--- src/rtl/if_inst_queue.sv ---
// ---------------------------------------------------------------------------
// if_inst_queue
//
// Instruction queue between the IF and ID stages. IF hands entries over with
// the same valid/allowin handshake ID would present; the queue buffers up to
// DEPTH of them and replays them to ID in program order. This decouples ID
// stalls from instruction SRAM requests.
//
// A flush (exception, ertn or branch redirect) empties the queue. Once an
// entry carrying a fetch exception (ADEF or any TLB exception bit) has been
// enqueued, further enqueues are held off until the next flush. Nothing
// fetched after a faulting instruction can be useful.
//
// Ports
//   clk          : clock, rising edge
//   resetn       : asynchronous active-low reset
//   fs2ds_valid  : IF presents a valid entry
//   fs2ds_bus    : IF entry {tlb_ex[7:0], inst[31:0], pc[31:0], adef}
//   ds_allowin   : queue accepts an entry this cycle (to IF)
//   flush        : discard all contents (wb_ex | ertn_flush | br_taken)
//   iq2ds_valid  : head entry valid toward ID
//   iq2ds_bus    : head entry payload
//   id_allowin   : ID takes the head entry this cycle
//   iq_count     : current occupancy, 0..DEPTH
// ---------------------------------------------------------------------------
module if_inst_queue #(
  parameter int DEPTH = 4,
  parameter int BUS_W = 73
) (
  input  logic                     clk,
  input  logic                     resetn,
  input  logic                     fs2ds_valid,
  input  logic [BUS_W-1:0]         fs2ds_bus,
  output logic                     ds_allowin,
  input  logic                     flush,
  output logic                     iq2ds_valid,
  output logic [BUS_W-1:0]         iq2ds_bus,
  input  logic                     id_allowin,
  output logic [$clog2(DEPTH):0]   iq_count
);

  localparam int PTR_W = $clog2(DEPTH);
  localparam int CNT_W = PTR_W + 1;

  localparam logic [CNT_W-1:0] CNT_FULL = CNT_W'(DEPTH);

  logic [BUS_W-1:0] mem [DEPTH];
  logic [PTR_W-1:0] wptr;
  logic [PTR_W-1:0] rptr;
  logic [CNT_W-1:0] count;
  logic             ex_hold;

  logic push;
  logic pop;
  logic in_is_ex;

  // The exception fields sit at the two ends of the bus: ADEF in bit 0 and the
  // 8-bit TLB exception vector in the top byte.
  assign in_is_ex = fs2ds_bus[0] | (|fs2ds_bus[BUS_W-1:BUS_W-8]);

  // ds_allowin looks only at registered state. A full queue therefore refuses
  // a push even in a cycle where ID pops. This keeps id_allowin off the
  // IF-side timing path.
  assign ds_allowin  = (count != CNT_FULL) & ~ex_hold;
  assign iq2ds_valid = (count != '0) & ~flush;

  assign push = fs2ds_valid & ds_allowin & ~flush;
  // iq2ds_valid already masks flush, so a pop can never happen in a flush cycle.
  assign pop  = iq2ds_valid & id_allowin;

  // The head is read straight from storage. There is no bypass from
  // fs2ds_bus, so an entry reaches ID one cycle after it is pushed at the
  // earliest.
  assign iq2ds_bus = mem[rptr];
  assign iq_count  = count;

  // NOTE: the payload array has no reset. Only the pointers, count and
  // ex_hold need one, because an entry is never observed until a push has
  // written it and advanced count.
  always_ff @(posedge clk) begin
    if (push) begin
      mem[wptr] <= fs2ds_bus;
    end
  end

  // NOTE: sequential state is assigned with non-blocking (<=) only. Every
  // register then samples pre-edge values no matter how the statements are
  // ordered.
  always_ff @(posedge clk or negedge resetn) begin
    if (!resetn) begin
      wptr    <= '0;
      rptr    <= '0;
      count   <= '0;
      ex_hold <= 1'b0;
    end else if (flush) begin
      wptr    <= '0;
      rptr    <= '0;
      count   <= '0;
      ex_hold <= 1'b0;
    end else begin
      // The pointers wrap naturally because DEPTH is a power of two.
      if (push) begin
        wptr <= wptr + PTR_W'(1);
      end
      if (pop) begin
        rptr <= rptr + PTR_W'(1);
      end
      count <= count + CNT_W'(push) - CNT_W'(pop);
      if (push && in_is_ex) begin
        ex_hold <= 1'b1;
      end
    end
  end

endmodule

--- config.mk ---
export PLATFORM = sky130hd
export DESIGN_NAME = if_inst_queue
export DESIGN_NICKNAME = d
export VERILOG_FILES = /design/src/rtl/if_inst_queue.sv
export SDC_FILE = /design/constraint.sdc
export NUM_CORES = 1
export LEC_CHECK = 0
export ABC_AREA = 1
export BUFFER_PORTS_ARGS = -buffer_cell sky130_fd_sc_hd__buf_4
export CORE_MARGIN = 5
export CORE_UTILIZATION = 38
export CTS_CLUSTER_DIAMETER = 120
export DETAILED_ROUTE_END_ITERATION = 8
export SLEW_MARGIN = 25
export SYNTH_ARGS = -nofsm -noshare
export SYNTH_HDL_FRONTEND = slang
export SYNTH_SLANG_ARGS = --single-unit
--- constraint.sdc ---
create_clock -name clk -period 13.9 [get_ports clk]
set_clock_uncertainty 0.05 [all_clocks]
set_input_delay 2.78 -clock clk [delete_from_list [all_inputs] [get_ports clk]]
set_output_delay 2.78 -clock clk [all_outputs]
set_load 0.01 [all_outputs]
==> key figures, run 1 <==
Run status
  – Status: finished clean

Pwr
  – Worst VDD drop: 0.000113 V
  – Pwr dens: around 190 nW/um^2
  – Tot Pwr: between 0.002 and 0.003 W
  – LEAKAGE: 4.92 nW

Logic synthesis
  – Commonest cells post-synth: edfxtp_1, nor2_1, o21ai_0
  – Ys async rst share: 0.0267
  – Gate Count Post-Synth: slightly below 800
  – Post-synth EDFFs: 292
  – Most common cell in the netlist: edfxtp_1
  – Synthesis-stage register bit count: 300
  – Syn Area/Cell: roughly 15 sq um
  – Syn nets: approximately 870
  – Sequential-to-total area share from yosys stat: 0.789
  – Mapped cell area: approximately 11000 sq um
  – Synth top area share: 0.771
  – Most common flop cell mapped by yosys: edfxtp_1
  – Yosys cell types: 19
  – Yosys warnings: 0
  – Post-synth top area cell: edfxtp_1
  – Area contributors post-synth: edfxtp_1, nor2_1, o22ai_1

Drt
  – Via/cell ratio: 5.01
  – Via count: ~6800
  – Top Layer Used: met4
  – Wire length on met3: 1.52 mm
  – DR WL met2: about 12 mm
  – Metal-1 WL: 10.5 mm
  – Post-route DRC: 0
  – DRT Pass-1 Iters: 4
  – Routed WL: 24.4 mm
  – Wire per inst: between 15 and 20 um
  – Antenna Nets Post-Route: 0
  – Initial DRC count: around 320

Timing
  – Fin crit period: slightly above 6000 ps
  – Least-Margin Pin Slew: between 1000 and 1500 ps
  – Unrepaired setup endpoints after global routing: false
  – Fmax: ~160 MHz
  – Worst slew margin: 0.331
  – Final period util: 0.449
  – Final setup violation count: 0
  – Final Max Tran Viols: 0
  – Final setup TNS: 0 ps
  – Final count of hold timing violations: 0

Die
  – Total Die Area: between 30000 and 40000 sq um
  – Initial Util: 0.385
  – Die Span Y: about 180 um
  – Die X-Extent: between 150 and 200 um
  – Core area: about 30000 sq um
  – IO Pins: about 160
  – Row count: between 60 and 70

Final layout
  – Fill cells: around 2600
  – Layout cells sized above 1: 0.232
  – # diodes: 0
  – Syn-to-layout area delta: 22.8%
  – Fin nets: about 1000

Setup path
  – CP cell instances: inv_4 -> buf_4 -> o21ai_0 -> o22ai_1 -> buf_4
  – Reg2reg start: iq_count[1]
  – Crit-path max FO: 87
  – Worst path most repeated cell: buf_4
  – CP delay by family, top: buffers and inverters
  – Crit end category: output pin
  – Critical path required time: around 11000 ps
  – Critical path class: flop to output pin
  – Arrival time worst endpoint: between 3000 and 4000 ps
  – Worst path slowest cell: buf_4
  – Critical path launch point: rptr[0]
  – Slowest stage delay, CP: ~890 ps
  – CP Buf/Inv Count: 3
  – FF-to-FF setup slack: 10990 ps
  – Crit path launch type: flop

Min path
  – Hold path startpoint: ex_hold
  – Worst min path class: flop to flop

GRT
  – GR Overflow Total: 0
  – Global-route wire length before repair: between 30 and 40 mm
  – GRT Total Usage: 0.143
  – Initial antenna violation count: 0
  – Maximum number of pins on one net before global-route repair: 88
  – Number of global-route vias before repair: roughly 6800

CTS
  – Clk sinks: 300
  – Num CTS Buffers: 34
  – TritonCTS clock tree: done
  – H-tree levels: 2
  – Hold buffers post-CTS: 0
  – CTS root buf: clkbuf_16
  – Clock Pin Slew Worst Setup and Hold Paths: roughly 50 ps
  – Clock Path Buffers: 3
  – Post-CTS setup repair buffer count: 0
  – Latest clock arrival within the worst-skew pair: about 500 ps
  – Post-CTS resize count: 0

Placed design
  – Number of buffers added on ports: between 150 and 200
  – Global placer's final weighted congestion: around 0.66
  – Detailed Place HPWL: 13.3 mm

Run
  – MaxCap Viol Count: 0
per-layer routing:
layer / vias up / global-route usage
met3: 38 / 0.0377
met1: 3338 / 0.181
met4: 0 / 0.0355
met5: - / 0
met2: 150 / 0.246
li1: 3239 / -
logic make-up after synthesis:
family	after synthesis	synth area share
compound gates	221	0.105
xor+xnor	2	0.00154
buf+inv	65	0.0331
flops	300	0.789
fa+ha+maj	7	0.00837
simple gates	186	0.0626
stage by stage:
step | utilization | hold WS, ps | cell area [sq um] | std cells | worst slack (ps)
after floorplan | - | 431 | 11400 | 781 | 7150
final | 0.472 | 479 | 14000 | 1351 | 7660
after CTS | 0.472 | 483 | 14000 | 1351 | 7620
after global routing | 0.472 | 548 | 14000 | 1351 | 7370
after detailed placement | 0.434 | 471 | 12800 | 1291 | 7910
after global placement | 0.434 | 470 | 12800 | 1291 | 7890
registers in the layout, summed over array words and instances (netlist names):
name and flops:
ex_hold 1, iq_count 3, rptr 2, wptr 2
mem 292
cell type report:
type | instances | area [sq um] | share of cell area
Clock inverter | 19 | 220 | 0.0158
Tap cell | 390 | 488 | 0.0350
Sequential cell | 300 | 8970 | 0.643
Inverter | 18 | 70.1 | 0.00502
Timing Repair Buffer | 167 | 1250 | 0.0898
Multi-Input combinational cell | 416 | 2050 | 0.147
Clock buffer | 41 | 898 | 0.0644
worst reg2reg max path, delay by kind of cell (launching register included):
| kind | cells | cell delay [ps] |
|---|---|---|
| AND/OR/NAND/NOR | 4 | 870 |
| buffers and inverters | 2 | 1110 |
| flip-flops | 1 | 440 |
layout by cell type, fill, tap and decap left out:
master and instances:
dfrtp_4 1, clkbuf_16 35, nand3_1 7, clkinvlp_4 2
clkbuf_1 6, nand2_1 14, o21ai_1 67, a21oi_1 1
buf_4 167, clkinv_2 4, ha_1 6, dfrtp_2 1
inv_6 1, inv_2 2, o22ai_1 73, dfrtp_1 6
clkinv_1 7, edfxtp_1 292, xor2_1 2, nor2_1 159
nand4_1 2, inv_1 15, bufinv_16 5, nor2_4 4
inv_4 1, o21ai_0 80, fa_1 1
report_power, final:
part | switching (W) | internal (W) | total, W | leakage [nW]
logic | 0.000371 | 0.000245 | 0.000616 | 1.63
registers | 0.0000417 | 0.00106 | 0.00110 | 2.74
clock network | 0.000331 | 0.000553 | 0.000884 | 0.541
total | 0.000744 | 0.00186 | 0.00260 | 4.92
worst paths after layout:
kind	endpoint	cells after the start
worst max-delay path	iq2ds_bus[4]	5
worst min-delay path	ex_hold	2
worst max register to register	mem[3][37]	6
worst min register to register	ex_hold	2
max in group asynchronous	rptr[0]	1
min in group asynchronous	iq_count[1]	1
No activity file was read; power rests on OpenSTA's default activity.
==> run 2: changes to the inputs <==
==> constraint.sdc (replaced) <==
create_clock -name clk -period 6.5 [get_ports clk]
set_clock_uncertainty 0.05 [all_clocks]
set_input_delay 1.3 -clock clk [delete_from_list [all_inputs] [get_ports clk]]
set_output_delay 1.3 -clock clk [all_outputs]
set_load 0.01 [all_outputs]
==> key figures, run 2 (same netlist as run 1, synthesis figures left out) <==
Run status
  – Status: finished clean

Setup path
  – Crit path launch type: flop
  – Critical path class: flop to output pin
  – R2r worst-path depth: 5 (-1)
  – Reg2reg start: iq_count[1]
  – CP cell instances: inv_6 -> buf_4 -> o21ai_0 -> o22ai_1 -> buf_4
  – Crit-path max FO: 108 (+24%)
  – Crit end category: output pin
  – Critical path required time: 5150 ps (-5920 ps)
  – R2r endpoint: mem[3][22]
  – CP Buf/Inv Count: 3 (unchanged)
  – Worst path slowest cell: dfrtp_4
  – FF-to-FF setup slack: 3620 ps (-7370 ps)
  – Arrival time worst endpoint: 3080 ps (-330 ps)
  – Slowest stage delay, CP: 770 ps (-120 ps)
  – Worst path most repeated cell: buf_4
  – CP delay by family, top: buffers and inverters

Die
  – Die Span Y: 183 um (unchanged)
  – Row count: 63 (unchanged)
  – Core area: 29600 sq um (unchanged)
  – Initial Util: 0.385 (unchanged)
  – Total Die Area: 33500 sq um (unchanged)
  – Die X-Extent: 183 um (unchanged)
  – IO Pins: 156 (unchanged)

GRT
  – GRT Total Usage: 0.142 (-0.000999)
  – Maximum number of pins on one net before global-route repair: 109 (+24%)
  – GR Overflow Total: 0 (unchanged)
  – Number of global-route vias before repair: 6784 (+0.074%)
  – Global-route wire length before repair: 37.9 mm (unchanged)
  – Initial antenna violation count: 1 (+1)

Final layout
  – Syn-to-layout area delta: 21.1%
  – Most flop-heavy register: mem
  – Layout cells sized above 1: 0.226 (-0.00563)
  – Most frequent cells in the layout: edfxtp_1, buf_4, nor2_1
  – Fin nets: 1020 (-0.20%)
  – Fill cells: 2626 (-0.38%)
  – Most common cell after layout, fill and taps aside: edfxtp_1
  – Final instance area: 13800 sq um (-1.4%)
  – Max reg flops: 292 (unchanged)
  – # diodes: 0 (unchanged)

Placed design
  – Placed cell areas: 12800 sq um (about the same)
  – Detailed Place HPWL: 14.3 mm (+7.2%)
  – Pre-CTS worst setup slack: 2570 ps (-5340 ps)
  – Global placer's final weighted congestion: 0.744 (+12%)
  – Number of buffers added on ports: 155 (unchanged)

CTS
  – H-tree levels: 1 (-1)
  – TritonCTS clock tree: done
  – Post-CTS setup repair buffer count: 0 (unchanged)
  – Num CTS Buffers: 31 (-8.8%)
  – Post-CTS resize count: 0 (unchanged)
  – Clock Pin Slew Worst Setup and Hold Paths: 60 ps (about the same)
  – Clk sinks: 300 (unchanged)
  – Latest clock arrival within the worst-skew pair: 540 ps (+50 ps)
  – CTS root buf: clkbuf_16
  – Clock Path Buffers: 3 (unchanged)
  – Hold buffers post-CTS: 0 (unchanged)

Min path
  – Hold Path End: ex_hold
  – Hold path startpoint: ex_hold
  – Hold Path Depth: 2 (unchanged)
  – Worst min path class: flop to flop

Timing
  – Least-Margin Pin Slew: 1020 ps (+16.3 ps)
  – Hold slack: 473 ps (-6.58 ps)
  – Unrepaired setup endpoints after global routing: false
  – Worst setup margin: 2070 ps (-5590 ps)
  – Final period util: 0.682
  – Worst slew margin: 0.320 (-0.0109)
  – Fin crit period: ~4400 ps
  – Fmax: between 200 and 250 MHz
  – Final count of hold timing violations: 0 (unchanged)
  – Final setup violation count: 0 (unchanged)
  – Final Max Tran Viols: 0 (unchanged)
  – Final setup TNS: 0 ps (unchanged)

Drt
  – Via count: 6772 (+0.10%)
  – Via/cell ratio: 5.04 (+0.62%)
  – Post-route DRC: 0 (unchanged)
  – Antenna Nets Post-Route: 0 (unchanged)
  – Routed WL: 24.4 mm (-0.21%)
  – Initial DRC count: 442 (+39%)
  – Wire per inst: 18.1 um (+0.31%)
  – DRT Pass-1 Iters: 4 (unchanged)

Pwr
  – LEAKAGE: 4.83 nW (-1.8%)
  – Pwr dens: 384 nW/um^2 (+110%)
  – Worst VDD drop: 0.000243 V (+120%)

Run
  – MaxCap Viol Count: 0 (unchanged)
==> run 2: cell count changes in the layout (fill, tap and decap cells not counted), sizes merged <==
cell / before / now
clkbuf: 41 / 37
bufinv: 5 / 2
buf: 167 / 168
inv: 19 / 18
==> run 2: routing by layer <==
metal | up-vias | part of all wire | track usage
met5 | - | 0.00053 | 0
li1 | 3228 | - | -
met2 | 200 | 0.48 | 0.233
met4 | 2 | 0.021 | 0.0325
met1 | 3306 | 0.44 | 0.194
met3 | 36 | 0.068 | 0.0331
==> run 2: area by class of cell <==
class	count	area, sq um	area share
tap	390	488	0.0354
clock buffer	37	798	0.0580
timing repair buffer	168	1260	0.0916
inverter	18	72.6	0.00527
multi-input combinational	416	2050	0.149
sequential	300	8970	0.652
clock inverter	15	121	0.00882
==> run 2: worst register-to-register path, stage by stage (launching register included) <==
cell and delay [ps]:
dfrtp_1 430, nor2_1 110, nand2_1 110, nand4_1 430
nor2_4 860, buf_4 520
==> run 2: how the worst max path moves through the flow <==
stage	startpoint	to	slack (ps)	cells after the start
final	rptr[0]	iq2ds_bus[1]	2070	5
after global routing	rptr[0]	iq2ds_bus[1]	1820	5
after CTS	rptr[0]	iq2ds_bus[1]	1990	5
after detailed placement	rptr[0]	iq2ds_bus[1]	2570	5
after global placement	rptr[0]	iq2ds_bus[1]	2440	5
after floorplan	flush	mem[0][0]	1230	3
==> run 2: stage by stage <==
stage          power, W  utilization  std cells
6_report        0.00528        0.466       1344
5_1_grt         0.00556        0.466       1344
4_1_cts         0.00537        0.466       1344
3_5_place_dp    0.00374        0.435       1292
3_3_place_gp    0.00372        0.435       1292
2_1_floorplan   0.00316            -        781
==> run 2: power breakdown <==
part | internal (W) | switching (W) | total [W] | leakage [nW]
Combinational | 0.000525 | 0.000781 | 0.00131 | 1.64
Sequential | 0.00227 | 0.0000928 | 0.00236 | 2.74
Clock | 0.000940 | 0.000680 | 0.00162 | 0.444
==> run 3: changes to the inputs <==
--- a/config.mk
+++ b/config.mk
@@ -5,7 +5,7 @@
 export SDC_FILE = /design/constraint.sdc
 export NUM_CORES = 1
 export LEC_CHECK = 0
-export ABC_AREA = 1
+export ABC_AREA = 0
 export BUFFER_PORTS_ARGS = -buffer_cell sky130_fd_sc_hd__buf_4
 export CORE_MARGIN = 5
 export CORE_UTILIZATION = 38
==> constraint.sdc (replaced) <==
create_clock -name clk -period 4.5 [get_ports clk]
set_clock_uncertainty 0.05 [all_clocks]
set_input_delay 0.9 -clock clk [delete_from_list [all_inputs] [get_ports clk]]
set_output_delay 0.9 -clock clk [all_outputs]
set_load 0.01 [all_outputs]
==> key figures, run 3 <==
Run status
  – Status: finished clean

Placed design
  – Inst Count DP: 964 (-25%)
  – Number of buffers added on ports: 155 (unchanged)
  – Detailed Place HPWL: 12.9 mm (-9.2%)
  – Global placer's final weighted congestion: 0.717 (-3.6%)

Logic synthesis
  – Synth top area share: 0.793 (+0.0214)
  – Syn Area/Cell: 25.4 sq um (+75%)
  – Gate Count Post-Synth: 435 (-44%)
  – Most common cell in the netlist: edfxtp_1
  – Synthesis-stage register bit count: 300 (unchanged)
  – Ys async rst share: 0.0267 (unchanged)
  – Yosys warnings: 0 (unchanged)
  – Post-synth top area cell: edfxtp_1
  – Post-synth EDFFs: 292 (unchanged)
  – Sequential-to-total area share from yosys stat: 0.811 (+0.0219)
  – Commonest cells post-synth: edfxtp_1, mux4_2, dfrtp_1
  – Yosys cell types: 28 (+9)
  – Mapped cell area: 11100 sq um (-2.7%)
  – Most common flop cell mapped by yosys: edfxtp_1
  – Syn nets: 520 (-40%)
  – Area contributors post-synth: edfxtp_1, mux4_2, dfrtp_1

Die
  – IO Pins: 156 (unchanged)
  – Die X-Extent: 181 um (-1.3%)
  – Core area: 28700 sq um (-2.9%)
  – Die Span Y: 181 um (-1.3%)
  – Row count: 62 (-1.6%)
  – Initial Util: 0.385 (+0.000803)
  – Total Die Area: 32600 sq um (-2.6%)

Drt
  – Post-route DRC: 0 (unchanged)
  – Via count: 5088 (-25%)
  – Initial DRC count: 299 (-32%)
  – DRT Pass-1 Iters: 4 (unchanged)
  – Via/cell ratio: 5.00 (-0.71%)
  – Antenna Nets Post-Route: 0 (unchanged)
  – Routed WL: 21.4 mm (-12%)
  – Wire per inst: 21.0 um (+16%)

Setup path
  – CP Buf/Inv Count: 2 (-1)
  – Critical path required time: 3550 ps (-1600 ps)
  – Slowest stage delay, CP: 650 ps (-120 ps)
  – CP cell instances: buf_4 -> mux4_2 -> buf_4
  – CP delay by family, top: flip-flops
  – Worst path slowest cell: dfrtp_4
  – Critical path class: flop to output pin
  – Worst path most repeated cell: buf_4
  – Crit-path max FO: 22 (-80%)
  – Crit end category: output pin
  – Arrival time worst endpoint: 2440 ps (-640 ps)
  – Crit path launch type: flop

CTS
  – Latest clock arrival within the worst-skew pair: 540 ps (about the same)
  – TritonCTS clock tree: done
  – CTS root buf: clkbuf_16
  – Clock Path Buffers: 3 (unchanged)
  – Post-CTS resize count: 0 (unchanged)
  – Clock Pin Slew Worst Setup and Hold Paths: 70 ps (about the same)
  – H-tree levels: 1 (unchanged)
  – Post-CTS setup repair buffer count: 0 (unchanged)
  – Num CTS Buffers: 31 (unchanged)
  – Clk sinks: 300 (unchanged)
  – Hold buffers post-CTS: 0 (unchanged)

Timing
  – Final count of hold timing violations: 0 (unchanged)
  – Final setup TNS: 0 ps (unchanged)
  – Final Max Tran Viols: 0 (unchanged)
  – Worst slew margin: 0.469 (+0.149)
  – Fmax: between 200 and 300 MHz
  – Fin crit period: ~3400 ps
  – Final setup violation count: 0 (unchanged)
  – Hold slack: 119 ps (-353 ps)
  – Least-Margin Pin Slew: 796 ps (-223 ps)
  – Unrepaired setup endpoints after global routing: false
  – Final period util: 0.753

Pwr
  – Worst VDD drop: 0.000391 V (+61%)
  – LEAKAGE: 4.52 nW (-6.5%)
  – Pwr dens: 511 nW/um^2 (+33%)

Final layout
  – Fill cells: 2393 (-8.9%)
  – Syn-to-layout area delta: 23.2%
  – Fin cells: 1017 (-24%)
  – Layout cells sized above 1: 0.447 (+0.221)
  – Most common cell after layout, fill and taps aside: edfxtp_1
  – Max reg flops: 292 (unchanged)
  – Most frequent cells in the layout: edfxtp_1, buf_4, mux4_2
  – Fin nets: 698 (-32%)
  – # diodes: 0 (unchanged)
  – Most flop-heavy register: mem

GRT
  – GRT Total Usage: 0.130 (-0.0120)
  – Initial antenna violation count: 0 (-1)
  – GR Overflow Total: 0 (unchanged)
  – Global-route wire length before repair: 33.3 mm (-12%)
  – Number of global-route vias before repair: 5674 (-16%)
  – Maximum number of pins on one net before global-route repair: 50 (-54%)

Run
  – MaxCap Viol Count: 0 (unchanged)

Min path
  – Worst min path class: input port to asynchronous set/reset pin
## run 3: per-layer routing
metal | up-vias | part of all wire | GRT usage
li1 | 2211 | - | -
met1 | 2681 | 0.42 | 0.172
met2 | 152 | 0.49 | 0.219
met3 | 44 | 0.063 | 0.0295
met4 | 0 | 0.022 | 0.0345
met5 | - | 0 | 0
## run 3: path summary, 6_finish.rpt
path	startpoint	endpoint	slack [ps]	cells past startpoint
max	rptr[0]	iq2ds_bus[47]	1110	3
min	resetn	ex_hold	120	1
max reg2reg	iq_count[2]	iq_count[2]	1910	10
min reg2reg	wptr[1]	wptr[1]	570	2
max in group asynchronous	resetn	rptr[0]	4120	1
min in group clk	fs2ds_bus[59]	mem[1][59]	500	1
## run 3: kinds of logic (layout without fill, tap and decap cells)
| group | Yosys count | in the layout | synth area share |
|---|---|---|---|
| compound gates | 7 | 7 | 0.00396 |
| xor+xnor | 4 | 4 | 0.00317 |
| fa+ha+maj | 7 | 7 | 0.00860 |
| buf+inv | 22 | 220 | 0.0130 |
| flops | 300 | 300 | 0.811 |
| mux | 73 | 73 | 0.149 |
| simple gates | 22 | 22 | 0.0118 |
## run 3: cell type report
type / instances / area (sq um) / area share
clock buffers: 44 / 845 / 0.0620
flip-flops and latches: 300 / 8980 / 0.659
clock inverters: 9 / 53.8 / 0.00395
multi-input cells: 113 / 1960 / 0.144
well taps: 384 / 480 / 0.0353
inverters: 5 / 18.8 / 0.00138
repair buffers: 162 / 1290 / 0.0948
## run 3: report_power, final
group | switching (W) | internal (W)
Clock | 0.000970 | 0.00129
Sequential | 0.0000977 | 0.00320
Combinational | 0.000623 | 0.000766
Total | 0.00169 | 0.00526
## run 3: per-stage QoR
step / util / power [W] / area, sq um / setup WS (ps)
floorplan: - / 0.00417 / 11100 / 983
global placement: 0.443 / 0.00476 / 12700 / 1570
detailed placement: 0.443 / 0.00479 / 12700 / 1470
CTS: 0.475 / 0.00707 / 13600 / 1020
global route: 0.475 / 0.00727 / 13600 / 924
finish: 0.475 / 0.00695 / 13600 / 1110
